--- src/rtl/axi_remap_ctrl.sv ---
// axi_remap_ctrl: supplies the upper address bits (cur_base) for the AXI
// address mapper. It can change the base at run time. Before the switch it
// closes the AR/AW channels and waits for every outstanding read and write
// to finish. It also gates the AR/AW handshakes and counts outstanding
// transactions on each channel.
module axi_remap_ctrl #(
  parameter int unsigned       BASE_W     = 4,
  parameter logic [BASE_W-1:0] RESET_BASE = 'h8,
  parameter int unsigned       MAX_OUTST  = 16,
  localparam int unsigned      CW         = $clog2(MAX_OUTST + 1)
) (
  input  logic              clk,
  input  logic              reset,
  // Base-change request
  input  logic              cfg_valid,
  input  logic [BASE_W-1:0] cfg_base,
  output logic              cfg_ready,
  output logic [BASE_W-1:0] cur_base,
  output logic              busy,
  output logic              err_underflow,
  // AR gating
  input  logic              s_arvalid,
  output logic              s_arready,
  output logic              m_arvalid,
  input  logic              m_arready,
  // AW gating
  input  logic              s_awvalid,
  output logic              s_awready,
  output logic              m_awvalid,
  input  logic              m_awready,
  // Completion observation
  input  logic              m_rvalid,
  input  logic              m_rready,
  input  logic              m_rlast,
  input  logic              m_bvalid,
  input  logic              m_bready,
  output logic [CW-1:0]     ar_outst,
  output logic [CW-1:0]     aw_outst
);

  localparam logic [CW-1:0] MaxCnt = CW'(MAX_OUTST);
  localparam logic [CW-1:0] OneCnt = CW'(1);

  typedef enum logic [1:0] {StRun, StDrain, StSwitch} state_e;

  state_e            state_q;
  logic [BASE_W-1:0] new_base_q;
  logic [BASE_W-1:0] cur_base_q;
  logic [CW-1:0]     ar_cnt_q, ar_cnt_d;
  logic [CW-1:0]     aw_cnt_q, aw_cnt_d;
  logic              ar_hold_q, ar_hold_d;
  logic              aw_hold_q, aw_hold_d;
  logic              err_q;
  logic              ar_uflow, aw_uflow;
  logic              ar_open, aw_open;
  logic              ar_fire, aw_fire;
  logic              r_done, b_done;
  logic              drained;

  // A channel is open in RUN below the limit. A valid that is already exposed
  // downstream stays open in any state, so it is never withdrawn.
  assign ar_open = ((state_q == StRun) && (ar_cnt_q < MaxCnt)) || ar_hold_q;
  assign aw_open = ((state_q == StRun) && (aw_cnt_q < MaxCnt)) || aw_hold_q;

  assign m_arvalid = s_arvalid && ar_open;
  assign s_arready = m_arready && ar_open;
  assign m_awvalid = s_awvalid && aw_open;
  assign s_awready = m_awready && aw_open;

  assign ar_fire = m_arvalid && m_arready;
  assign aw_fire = m_awvalid && m_awready;
  assign r_done  = m_rvalid && m_rready && m_rlast;
  assign b_done  = m_bvalid && m_bready;

  assign drained = (ar_cnt_q == '0) && (aw_cnt_q == '0) && !ar_hold_q && !aw_hold_q;

  assign cfg_ready     = (state_q == StSwitch);
  assign busy          = (state_q != StRun);
  assign cur_base      = cur_base_q;
  assign err_underflow = err_q;
  assign ar_outst      = ar_cnt_q;
  assign aw_outst      = aw_cnt_q;

  // AR counter next state: a fire and a completion in the same cycle cancel out.
  always_comb begin
    ar_cnt_d = ar_cnt_q;
    ar_uflow = 1'b0;
    if (ar_fire && !r_done) begin
      if (ar_cnt_q != MaxCnt) ar_cnt_d = ar_cnt_q + OneCnt;
    end else if (r_done && !ar_fire) begin
      if (ar_cnt_q == '0) ar_uflow = 1'b1;
      else                ar_cnt_d = ar_cnt_q - OneCnt;
    end
  end

  // AW counter next state, same rules as AR with B as the completion.
  always_comb begin
    aw_cnt_d = aw_cnt_q;
    aw_uflow = 1'b0;
    if (aw_fire && !b_done) begin
      if (aw_cnt_q != MaxCnt) aw_cnt_d = aw_cnt_q + OneCnt;
    end else if (b_done && !aw_fire) begin
      if (aw_cnt_q == '0) aw_uflow = 1'b1;
      else                aw_cnt_d = aw_cnt_q - OneCnt;
    end
  end

  // Hold tracking: set while a downstream valid waits for ready.
  always_comb begin
    ar_hold_d = ar_hold_q;
    aw_hold_d = aw_hold_q;
    if (m_arvalid) ar_hold_d = !m_arready;
    if (m_awvalid) aw_hold_d = !m_awready;
  end

  // Outstanding counters, hold flags and the sticky underflow flag.
  always_ff @(posedge clk or posedge reset) begin
    if (reset) begin
      ar_cnt_q  <= '0;
      aw_cnt_q  <= '0;
      ar_hold_q <= 1'b0;
      aw_hold_q <= 1'b0;
      err_q     <= 1'b0;
    end else begin
      ar_cnt_q  <= ar_cnt_d;
      aw_cnt_q  <= aw_cnt_d;
      ar_hold_q <= ar_hold_d;
      aw_hold_q <= aw_hold_d;
      if (ar_uflow || aw_uflow) err_q <= 1'b1;
    end
  end

  // Remap FSM. The base changes only on the SWITCH->RUN edge, after the drain.
  always_ff @(posedge clk or posedge reset) begin
    if (reset) begin
      state_q    <= StRun;
      new_base_q <= RESET_BASE;
      cur_base_q <= RESET_BASE;
    end else begin
      unique case (state_q)
        StRun: begin
          if (cfg_valid) begin
            new_base_q <= cfg_base;
            state_q    <= StDrain;
          end
        end
        StDrain: begin
          if (drained) state_q <= StSwitch;
        end
        StSwitch: begin
          cur_base_q <= new_base_q;
          state_q    <= StRun;
        end
        default: state_q <= StRun;
      endcase
    end
  end

  // The limit is a hard ceiling. A held address always sits below it.
  a_ar_limit : assert property (@(posedge clk) disable iff (reset) ar_cnt_q <= MaxCnt);
  a_aw_limit : assert property (@(posedge clk) disable iff (reset) aw_cnt_q <= MaxCnt);
  a_base_stable : assert property (@(posedge clk) disable iff (reset)
                                   (state_q != StSwitch) |=> $stable(cur_base_q));

endmodule

--- config.mk ---
export PLATFORM = sky130hd
export DESIGN_NAME = axi_remap_ctrl
export DESIGN_NICKNAME = d
export VERILOG_FILES = /design/src/rtl/axi_remap_ctrl.sv
export SDC_FILE = /design/constraint.sdc
export NUM_CORES = 1
export LEC_CHECK = 0
export ABC_CLOCK_PERIOD_IN_PS = 2400
export CAP_MARGIN = 30
export CORE_ASPECT_RATIO = 0.9
export CORE_UTILIZATION = 45
export DETAILED_ROUTE_END_ITERATION = 7
export GPL_ROUTABILITY_DRIVEN = 0
export PLACE_DENSITY = 0.79
export SETUP_SLACK_MARGIN = 0.3
export SLEW_MARGIN = 20
export SYNTH_ARGS = -nofsm -noshare
export SYNTH_HDL_FRONTEND = slang
export SYNTH_SLANG_ARGS = --single-unit
--- constraint.sdc ---
create_clock -name clk -period 2.4 [get_ports clk]
set_input_delay 0.48 -clock clk [delete_from_list [all_inputs] [get_ports clk]]
set_output_delay 0.48 -clock clk [all_outputs]
set_load 0.01 [all_outputs]
==> impl_metrics.tcl <==
set metrics [dict create \
    r2r-start "aw_outst[4]" \
    dp.cells 220 \
    nets 215 \
    wl_per_cell_um 14.56 \
    synth.avg_cell_area_um2 10.76 \
    antenna_found_initial 0 \
    drive_gt1_share_pct 33.85 \
    hpwlAfterDp_um 2474 \
    dr.pass1.iters 4 \
    timing.fmax_mhz 471.8 \
    seq_area_frac_synth_pct 41.32 \
    synthFlopType "dfrtp_1" \
    min_period_over_period_pct 88.31 \
    finalPower_mw 1.900 \
    numCtsBuffers 3 \
    vdd_drop_max_v 0.0006260 \
    die-height_um 54.90 \
    synth_edf_count 0 \
    io_buffers 36 \
    final_cell_area_um2 2067 \
    clk-insertion-delay-late_ns 0.32 \
    clock-sinks 23 \
    grt_overflow_total 0 \
    power.internal_mw 1.170 \
    grt_pass1_vias 1145 \
    combPwrFrac_pct 53.8 \
    worst_slew_pin_slew_ns 0.5119 \
    fin_crit_ns 2.119 \
    worstSetupEndpoint "aw_outst[4]" \
    mostFrequentLayoutCells "26 x clkdlybuf4s50_1, 23 x buf_4, 18 x dfrtp_1" \
    placed_area_um2 1952 \
    worstPathArrival_ns 2.37 \
    syn_inst 130 \
    reg2reg_depth 9 \
    num_vias 1252 \
    clkPwrFrac_pct 9.9 \
    reg2reg_to "aw_outst[4]" \
    ys_async_sr_fraction_pct 100.0 \
    fill_cells 223 \
    pin_count 37 \
    fin_cells 232 \
    setup_viol 0 \
    clock-skew-final_ns 0.007610 \
    cts_max_level 1 \
    die_area_um2 3336 \
    worst-setup-path-type "primary input to flop" \
    yosys_warnings 0 \
    syn_nets 152 \
    power.density_nw_per_um2 919.1 \
    cap_violations 0 \
    drt-total-wl_um 3379 \
    cts_tree "done" \
    grt_pass1_wl_um 5264 \
    antenna_cells 0 \
    fin_util_pct 72.84 \
    power.switching_mw 0.7301 \
    grt_max_degree 24 \
    crit_path_end_kind "flop" \
    crit_path_start "m_bvalid" \
    clockBufferDepth 2 \
    rsz0062_at_grt "true" \
    reg2reg_slack_ns 0.29 \
    root_buffer "clkbuf_4" \
    worstHoldPathType "primary input to flop" \
    drc_errors 0 \
    path_clk_slew_ns 0.14 \
    antenna_left 0 \
    p_seq_share_pct 36.3 \
    core_area_um2 2838 \
    synth_cell_types 43 \
    min-delay-start "m_bready" \
    relSlewSlack_pct 65.56 \
    start_util_pct 49.29 \
    drtIter0Drc 73 \
    netSwitchingFraction_pct 38.43 \
    final_max_slew_viol_count 0 \
    die_w_um 60.77 \
    finalHoldViolCount 0 \
    synth_area_um2 1399 \
    cp.required_ns 2.65 \
    status "finished clean" \
    crit_path_start_kind "primary input" \
    via_per_inst 5.397 \
    area_growth_pct 47.76 \
    crit_fanout 2 \
    synth_seq_cells 23 \
    power_leakage_nw 0.9165 \
    rows 18 \
    final_common_cell "clkdlybuf4s50_1" \
    track_usage_pct 22.12 \
]
worst min path at each step:
stage	endpoint	slack [ns]	cells past startpoint
final	err_underflow	0.47	3
after global routing	err_underflow	0.49	3
after CTS	ar_outst[3]	0.49	3
after detailed placement	err_underflow	0.47	2
after global placement	err_underflow	0.46	2
after floorplan	new_base_q[0]	0.47	1
critical path, cell delays in order:
cell and delay (ns):
clkdlybuf4s50_1 0.45, nand2_2 0.11, o2111ai_4 0.13, xor2_1 0.17, ha_2 0.18, or3_1 0.33, a21oi_2 0.13, mux2i_1 0.09
nor3_2 0.14, xor2_1 0.15
per-layer routing:
metal  up-vias  GRT usage, %  part of all wire [%]
li1        606             -                     -
met1       602         28.38                    45
met2        37         38.46                    49
met3         7         4.419                   4.9
met4         0         5.682                  0.98
met5         -             0                     0
cell usage after synthesis, drive strengths merged, types with 2 or more instances:
| cell type | instances | area (µm²) |
|---|---|---|
| mux2i | 4 | 40.04 |
| mux2 | 12 | 135.1 |
| xor2 | 7 | 61.31 |
| dfrtp | 21 | 525.5 |
| nand3 | 6 | 30.03 |
| clkbuf | 2 | 7.510 |
| nor3 | 4 | 36.29 |
| o2111ai | 2 | 30.03 |
| a31o | 3 | 26.28 |
| a21oi | 7 | 35.03 |
| a31oi | 2 | 12.51 |
| nand2 | 4 | 15.01 |
| xnor2 | 2 | 17.52 |
| nor2b | 6 | 37.54 |
| ha | 6 | 75.07 |
| and2 | 2 | 12.51 |
| inv | 3 | 11.26 |
| nand3b | 2 | 15.01 |
| and3 | 2 | 13.77 |
| nor2 | 9 | 33.78 |
| o21ai | 2 | 10.01 |
| dfstp | 2 | 52.55 |
| o21bai | 2 | 15.01 |
| nor4 | 2 | 12.51 |
| or3 | 2 | 12.51 |
power by group through the flow:
stage | clock, mW | sequential (mW) | combinational [mW]
6_report | 0.189 | 0.689 | 1.02
5_1_grt | 0.213 | 0.709 | 1.12
4_1_cts | 0.195 | 0.687 | 1.02
3_5_place_dp | 0 | 0.707 | 0.952
3_3_place_gp | 0 | 0.693 | 0.922
2_1_floorplan | 0 | 0.720 | 0.501
cell type report:
type,instances,area (µm²),share of cell area (%)
sequential,23,581.8,28.15
tap,40,50.05,2.421
timing repair buffer,61,543.0,26.27
clock inverter,1,7.507,0.3632
clock buffer,3,22.52,1.090
multi-input combinational,101,850.8,41.16
inverter,3,11.26,0.5448
logic make-up after synthesis:
kind of cell	share of synthesized area, %
adders and majority gates	5.367
muxes	12.52
xor gates and xnor gates	5.635
AOI/OAI and AO/OA	14.04
and+or+nand+nor	18.96
DFF	41.32
buffers and inverters	2.147
what timing repair did:
action / in CTS / in global routing
pin swaps: 9 / 3
resized for setup: 18 / 8
endpoints found under the hold margin: 0 / 0
setup buffers: 7 / 1
endpoints found under the setup margin: 10 / 8
hold buffers: 0 / 0
registers in the layout, indices dropped and copies added (netlist names):
register and count:
cur_base 4, ar_outst 5, err_underflow 1, ar_hold_q 1, aw_hold_q 1, new_base_q 4, state_q 2, aw_outst 5
through the flow:
step	worst slack, ns	hold WS (ns)	setup TNS, ns
after floorplan	0.2537	0.4750	0
after global placement	-0.1162	0.4618	-0.2928
after detailed placement	-0.2291	0.4697	-0.5807
after CTS	0.1483	0.4852	0
after global routing	0.1666	0.4892	0
final	0.2805	0.4729	0
No activity file was read; power rests on OpenSTA's default activity.
